[src/rtl/cordic_vector_if.sv]
// cordic_vector_if: request/result bundle for the vectoring CORDIC
// master drives the request, slave returns magnitude and angle
interface cordic_vector_if;
    logic        start;
    logic [31:0] x_in;
    logic [31:0] y_in;
    logic        busy;
    logic        done;
    logic [31:0] mag_out;
    logic [31:0] angle_out;

    modport master (
        output start, x_in, y_in,
        input  busy, done, mag_out, angle_out
    );

    modport slave (
        input  start, x_in, y_in,
        output busy, done, mag_out, angle_out
    );
endinterface

[src/rtl/cordic_vector.sv]
// cordic_vector: iterative vectoring-mode CORDIC, one micro-rotation per clock
// (x, y) Q2.30 -> gain-compensated magnitude Q2.30 and atan2 angle Q3.29
module cordic_vector (
    input logic            clock,
    input logic            reset_n,
    cordic_vector_if.slave bus
);
    typedef enum logic [1:0] {IDLE, ITER, SCALE} state_t;

    localparam logic [31:0] HALF_PI = 32'h6487ED51;
    localparam logic [31:0] K_GAIN  = 32'h26DD3B6A;
    localparam logic [31:0] ATAN [32] = '{
        32'h3243F6A8, 32'h1DAC6705, 32'h0FADBAFC, 32'h07F56EA6,
        32'h03FEAB76, 32'h01FFD55B, 32'h00FFFAAA, 32'h007FFF55,
        32'h003FFFEA, 32'h001FFFFD, 32'h000FFFFF, 32'h0007FFFF,
        32'h0003FFFF, 32'h0001FFFF, 32'h0000FFFF, 32'h00007FFF,
        32'h00003FFF, 32'h00001FFF, 32'h00000FFF, 32'h000007FF,
        32'h000003FF, 32'h000001FF, 32'h000000FF, 32'h0000007F,
        32'h0000003F, 32'h0000001F, 32'h0000000F, 32'h00000007,
        32'h00000003, 32'h00000001, 32'h00000000, 32'h00000000
    };

    state_t             state;
    state_t             state_nx;
    logic signed [33:0] x;
    logic signed [33:0] y;
    logic signed [33:0] z;
    logic        [4:0]  count;
    logic signed [33:0] xi;
    logic signed [33:0] yi;
    logic signed [33:0] xs;
    logic signed [33:0] ys;
    logic signed [33:0] beta;
    logic        [65:0] prod;
    logic               unused_bits;

    always_comb begin
        state_nx = state;
        unique case (state)
            IDLE:    if (bus.start) state_nx = ITER;
            ITER:    if (count == 5'd31) state_nx = SCALE;
            SCALE:   state_nx = IDLE;
            default: state_nx = IDLE;
        endcase
    end

    always_ff @(posedge clock) begin
        if (!reset_n) state <= IDLE;
        else          state <= state_nx;
    end

    assign xi   = {{2{bus.x_in[31]}}, bus.x_in};
    assign yi   = {{2{bus.y_in[31]}}, bus.y_in};
    assign xs   = x >>> count;
    assign ys   = y >>> count;
    assign beta = {2'b00, ATAN[count]};

    // x is never negative when this product is used, so unsigned is exact
    assign prod        = {32'd0, x} * {34'd0, K_GAIN};
    assign unused_bits = ^{prod[65:62], prod[29:0], z[33], z[0]};

    always_ff @(posedge clock) begin
        if (!reset_n) begin
            x             <= '0;
            y             <= '0;
            z             <= '0;
            count         <= '0;
            bus.busy      <= 1'b0;
            bus.done      <= 1'b0;
            bus.mag_out   <= '0;
            bus.angle_out <= '0;
        end else begin
            bus.done <= 1'b0;
            unique case (state)
                IDLE: begin
                    if (bus.start) begin
                        bus.busy <= 1'b1;
                        count    <= '0;
                        if (!bus.x_in[31]) begin
                            x <= xi;
                            y <= yi;
                            z <= '0;
                        end else if (!bus.y_in[31]) begin
                            x <= yi;
                            y <= -xi;
                            z <= {2'b00, HALF_PI};
                        end else begin
                            x <= -yi;
                            y <= xi;
                            z <= -{2'b00, HALF_PI};
                        end
                    end
                end
                ITER: begin
                    if (!y[33]) begin
                        x <= x + ys;
                        y <= y - xs;
                        z <= z + beta;
                    end else begin
                        x <= x - ys;
                        y <= y + xs;
                        z <= z - beta;
                    end
                    count <= count + 5'd1;
                end
                SCALE: begin
                    bus.mag_out   <= x[33] ? 32'd0 : prod[61:30];
                    bus.angle_out <= z[32:1];
                    bus.done      <= 1'b1;
                    bus.busy      <= 1'b0;
                end
                default: ;
            endcase
        end
    end
endmodule

[src/flat_wrapper.sv]
// flat-port wrapper written by rule: the top's interface ports become plain ports
module cordic_vector_flat 
  (clock, reset_n, bus_start, bus_x_in, bus_y_in, bus_busy, bus_done, bus_mag_out, bus_angle_out);
  cordic_vector_if bus_i ();
  input logic clock;
  input logic reset_n;
  input wire logic [$bits(bus_i.start)-1:0] bus_start;
  input wire logic [$bits(bus_i.x_in)-1:0] bus_x_in;
  input wire logic [$bits(bus_i.y_in)-1:0] bus_y_in;
  output wire logic [$bits(bus_i.busy)-1:0] bus_busy;
  output wire logic [$bits(bus_i.done)-1:0] bus_done;
  output wire logic [$bits(bus_i.mag_out)-1:0] bus_mag_out;
  output wire logic [$bits(bus_i.angle_out)-1:0] bus_angle_out;
  assign bus_i.start = bus_start;
  assign bus_i.x_in = bus_x_in;
  assign bus_i.y_in = bus_y_in;
  assign bus_busy = bus_i.busy;
  assign bus_done = bus_i.done;
  assign bus_mag_out = bus_i.mag_out;
  assign bus_angle_out = bus_i.angle_out;
  cordic_vector u_core (.clock(clock), .reset_n(reset_n), .bus(bus_i));
endmodule
[config.mk]
export PLATFORM = sky130hd
export DESIGN_NAME = cordic_vector_flat
export DESIGN_NICKNAME = d
export VERILOG_FILES = /design/src/rtl/cordic_vector_if.sv /design/src/rtl/cordic_vector.sv /design/src/flat_wrapper.sv
export SDC_FILE = /design/constraint.sdc
export NUM_CORES = 2
export LEC_CHECK = 0
export CORE_MARGIN = 2
export CORE_UTILIZATION = 60
export DETAILED_ROUTE_END_ITERATION = 6
export DONT_BUFFER_PORTS = 1
export GPL_ROUTABILITY_DRIVEN = 1
export GPL_TIMING_DRIVEN = 1
export PLACE_DENSITY_LB_ADDON = 0.05
export SLEW_MARGIN = 30
export SYNTH_ARGS = -nofsm -noshare
export SYNTH_HDL_FRONTEND = slang
export SYNTH_SLANG_ARGS = --single-unit
[constraint.sdc]
create_clock -name clock -period 7.2 [get_ports clock]
set_input_delay 0.72 -clock clock [delete_from_list [all_inputs] [get_ports clock]]
set_output_delay 0.72 -clock clock [all_outputs]
set_load 0.005 [all_outputs]
=== Word level (Yosys, flattened, before mapping) ===
Memories as Yosys holds them, arrays and structs flattened.
Index checks and enable logic that the tools add are counted.
W data, S select, Z words.

* Register bits: 175
* Output and inout port bits: 66
* Word-level logic and storage cells: 61
* Memories kept: 1
* ROM bits: 1,024
* Input port bits: 67

* Add/subtract/negate cells: 9
* Reductions and logical operators: 6
* $mul: 1
* Shift-type cells: 2
* Multiplexer cells: 26
* Order comparisons: 1
* Bitwise operators: 1
* Equality and inequality tests: 5

{| class="wikitable"
|+ Memories
! memory !! words !! bits a word !! rd ports !! clocked after memory_dff !! write ports !! RTL line !! RTL
|-
| (name not given) || 32 || 32 || 1 || 0 || 0 || cordic_vector.sv:56 || <nowiki>assign beta = {2'b00, ATAN[count]};</nowiki>
|}

{| class="wikitable"
|+ Operators with widths
! cell !! number
|-
| $mux W34 || 12
|-
| $pmux W34 S2 || 3
|-
| $mux W32 || 3
|-
| $add A34 B34 Y34 || 2
|-
| $neg A32 Y34 || 2
|-
| $sshr A34 B5 Y34 || 2
|-
| $sub A34 B34 Y34 || 2
|-
| $mul A34 B29 Y61 const B || 1
|-
| $add A34 B33 Y34 || 1
|-
| $sub A34 B33 Y34 || 1
|-
| $pmux W5 S2 || 1
|-
| $ge A6 B6 Y1 const B || 1
|-
| $not A5 Y6 || 1
|-
| $reduce_and A2 Y1 || 3
|-
| $add A5 B1 Y5 const B || 1
|-
| $eq A5 B5 Y1 const B || 1
|-
| $mux W5 || 1
|-
| $mux W2 || 2
|-
| $pmux W2 S2 || 1
|-
| $reduce_bool A2 Y1 || 2
|-
| $eq A2 B1 Y1 const B || 1
|-
| $eq A2 B2 Y1 const B || 1
|-
| $logic_not A2 Y1 || 1
|-
| $mux W1 || 2
|-
| other kinds (3) || 3
|}

=== Depth between registers and ports, before layout ===
* Word-level depth: 7
* Mapped depth: 29
* Depth with buffers taken out: 25

=== Worst setup path before layout ===
OpenSTA, ideal clock, no wires.

* Path type: register -> register
* Start: register u_core.x[14]
* End: register u_core.bus.mag_out[26]
* Path buffers: 0
* Period minus slack after synthesis: 7.446 ns
* Stages on the path, launching flop included: 26
* Data required time: 7.083 ns
* Data arrival time: 7.329 ns
* Setup slack: -0.246 ns
* Setup time: 0.117 ns
* Cells stage by stage: dfxtp_1 inv_1 fa_1 fa_1 inv_1 fa_1 inv_1 fa_1 inv_1 fa_1 fa_1 fa_1 inv_1 fa_1 inv_1 ha_1 a21o_1 a21o_1 a2111oi_0 nor3_1 a211oi_1 o211a_1 nand2_1 a31o_2 a211o_1 a32o_1

* Longest elaborated chain between the ends: 2

{| class="wikitable"
|+ Ends and longest elaborated chain
! item !! RTL line !! RTL
|-
| start: declaration || cordic_vector.sv:25 || <nowiki>logic signed [33:0] x;</nowiki>
|-
| start signal: assignment || cordic_vector.sv:80 || <nowiki>x <= xi;</nowiki>
|-
| start signal: assignment || cordic_vector.sv:84 || <nowiki>x <= yi;</nowiki>
|-
| start signal: assignment || cordic_vector.sv:88 || <nowiki>x <= -yi;</nowiki>
|-
| $mul A34 B29 Y61 || cordic_vector.sv:59 || <nowiki>assign prod = {32'd0, x} * {34'd0, K_GAIN};</nowiki>
|-
| $mux W32 || cordic_vector.sv:107 || <nowiki>bus.mag_out <= x[33] ? 32'd0 : prod[61:30];</nowiki>
|-
| end signal: assignment || cordic_vector.sv:107 ||
|-
| end: declaration || cordic_vector_if.sv:19 || <nowiki>output busy, done, mag_out, angle_out</nowiki>
|}

Every way passes these cells.
A chain may end at the register's enable or synchronous reset.

=== Worst setup path after layout ===
Ends and elaborated chain as after synthesis.

==> flow_summary.json <==
{
  "syn2layout_area_growth_pct": 8.47,
  "fp.dieW_um": 257,
  "crit_arrival_ns": 7.55,
  "final_cell_mix": "inv_1 (823), fa_1 (488), ha_1 (459)",
  "worst_pin_slew_ns": 1.25,
  "pin_count": 133,
  "setup_viol": 0,
  "core_um2": 63200,
  "firstDrtPassIters": 6,
  "grt-ovfl-total": 0,
  "num_rows": 92,
  "crit_path_start_kind": "flip-flop",
  "cpMostUsedCell": "fa_1",
  "drt-wirelength-per-cell_um": 24.2,
  "netlist_top_cells_area": "fa_1 (26%), ha_1 (15%), dfxtp_1 (9.1%)",
  "finClkSkew_ns": 0.0275,
  "cp-end-kind": "flip-flop",
  "synth_top_area_share_pct": 25.6,
  "nets": 5504,
  "fmax_ghz": 0.140,
  "antenna_found_initial": 6,
  "ys_seq_area_share_pct": 9.07,
  "initial_core_util_pct": 60.8,
  "layout_commonest_cell": "inv_1",
  "rsz0062_at_grt": "yes",
  "synth-seq-cells": 174,
  "cp.buffers_inverters": 7,
  "ctsRootBufferMaster": "clkbuf_16",
  "finalWeightedCongestion": 1.05,
  "syn_area_um2": 38400,
  "status": "finished clean",
  "htree_levels": 4,
  "cpPeakStageDelay_ns": 0.58,
  "path_class": "flip-flop to flip-flop",
  "synth_cell_type_count": 107,
  "postLayoutCellArea_um2": 41700,
  "postRouteAntennaNets": 0,
  "routed_via_density": 6.21,
  "whs_ns": 0.361,
  "synth_edf_count": 0,
  "grt_start_max_net_pins": 126,
  "synth_ff_type": "dfxtp_1",
  "drc_errors": 0,
  "drive_above_1_share_pct": 11.8,
  "drt_iter0_drc": 3154,
  "layout_min_cycle_time_ns": 7.15,
  "clkTransAtPathRegs_ns": 0.09,
  "wl_um": 130000,
  "die-area_um2": 66100,
  "slew_headroom_pct": 16.2,
  "dp_hpwl_um": 107000,
  "hold_buffers": 0,
  "yosys_warnings": 0,
  "grt_pass1_wl_um": 197000,
  "die-height_um": 257,
  "synthArstFlopShare_pct": 0,
  "drv_cap": 0,
  "syn_inst": 4363,
  "synth_top_cell_by_area": "fa_1",
  "slew_violations": 0,
  "clock_latency_ns": 0.51,
  "cts_buffers": 17,
  "finalCritPeriodShare_pct": 99.4,
  "cts_sinks": 174,
  "cpMaxStageDelayCell": "fa_2",
  "path_max_fanout": 4,
  "num_vias": 33100,
  "avgSynthCellArea_um2": 8.81,
  "utilization_pct": 65.9,
  "critPathTopFamily": "adder cells",
  "finalHoldViolCount": 0,
  "io_buffers": 0,
  "grt_pass1_vias": 32000,
  "placed_area_um2": 40700,
  "cp.required_ns": 7.59,
  "grt_usage_pct": 39.5,
  "clk_path_buf_depth": 2,
  "cts_tree": "done",
  "hold_path_class": "primary input to flip-flop",
  "synth_nets": 5390
}
[layout make-up]
| class | count | area, um2 |
|---|---|---|
| antenna | 5 | 12.5 |
| clock buffer | 19 | 443 |
| clock inverter | 13 | 119 |
| fill | 5392 | 21500 |
| inverter | 836 | 3140 |
| multi-input combinational | 3171 | 31200 |
| sequential | 174 | 3520 |
| tap | 846 | 1060 |
| timing repair buffer | 277 | 2150 |
[worst reg2reg max path: stages (launching register included)]
cell and delay, ns:
dfxtp_4 0.37, inv_4 0.05, fa_1 0.50, fa_1 0.52
inv_1 0.05, fa_1 0.47, inv_1 0.05, fa_1 0.54
inv_1 0.07, fa_1 0.50, fa_1 0.42, fa_1 0.51
inv_2 0.04, fa_2 0.58, inv_2 0.06, ha_4 0.21
a21o_1 0.15, a21o_1 0.18, a2111oi_4 0.39, nor3_1 0.08
a211oi_1 0.18, buf_4 0.17, o211a_4 0.19, nand2_4 0.06
a31o_4 0.24, a211o_1 0.25, a32o_1 0.25
[sequential cells by signal, summed over array words and instances, names as in the netlist]
register              flops
u_core.x                 34
u_core.bus.angle_out     32
u_core.z                 33
u_core.bus.busy           1
u_core.bus.done           1
u_core.count              5
u_core.bus.mag_out       32
u_core.y                 34
u_core.state              2
[cell usage after synthesis, types with 61 or more instances]
master and instances:
a211oi_1 94, a21o_1 70, a21oi_1 259, clkbuf_1 112
dfxtp_1 174, fa_1 491, ha_1 469, inv_1 833
nand2_1 210, nor2_1 257, nor3_1 61, o21ai_0 222
xnor2_1 148, xor2_1 98
[final timing paths]
kind                         start                     end  slack (ns)  cells after the start
max                   u_core.x[14]  u_core.bus.mag_out[26]        0.05                     26
min                        reset_n            u_core.y[13]        0.36                      2
max reg2reg           u_core.x[14]  u_core.bus.mag_out[26]        0.05                     26
min reg2reg  u_core.bus.mag_out[7]   u_core.bus.mag_out[7]        0.48                      2
[metal layers]
layer	wire length, um	up-vias	track usage (%)
met5	59	-	0
met4	4790	8	14.3
met3	12700	244	9.36
met2	56300	1481	58.4
met1	55600	16400	56.3
li1	-	15100	-
[cell families (layout without fill, tap and decap cells)]
| group | Yosys count | after routing | share of synthesized area (%) |
|---|---|---|---|
| muxes | 147 | 147 | 6.32 |
| xor gates and xnor gates | 246 | 246 | 5.61 |
| DFF | 174 | 174 | 9.07 |
| buffers and inverters | 1018 | 1145 | 10.6 |
| other | 0 | 5 | 0 |
| adders and majority gates | 960 | 960 | 40.9 |
| and+or+nand+nor | 784 | 784 | 9.81 |
| AOI/OAI and AO/OA | 1034 | 1034 | 17.8 |
[metrics by stage]
stage	worst slack (ns)	instances	setup TNS [ns]
after global placement	-0.226	5294	-1.16
final	0.0459	5341	0
after CTS	0.00213	5328	0
after floorplan	0.00185	4363	0
after global routing	-0.165	5336	-1.14
after detailed placement	-0.225	5295	-1.46
[repair_timing]
action                     in CTS  in global routing
pin swaps                      16                 30
resized for setup              23                 63
setup endpoints to repair      11                 22
hold endpoints to repair        0                  0
setup buffers                   1                  7
Power is not shown: default switching activity piles up to over one toggle a cycle in this logic, so the estimate is an artifact.
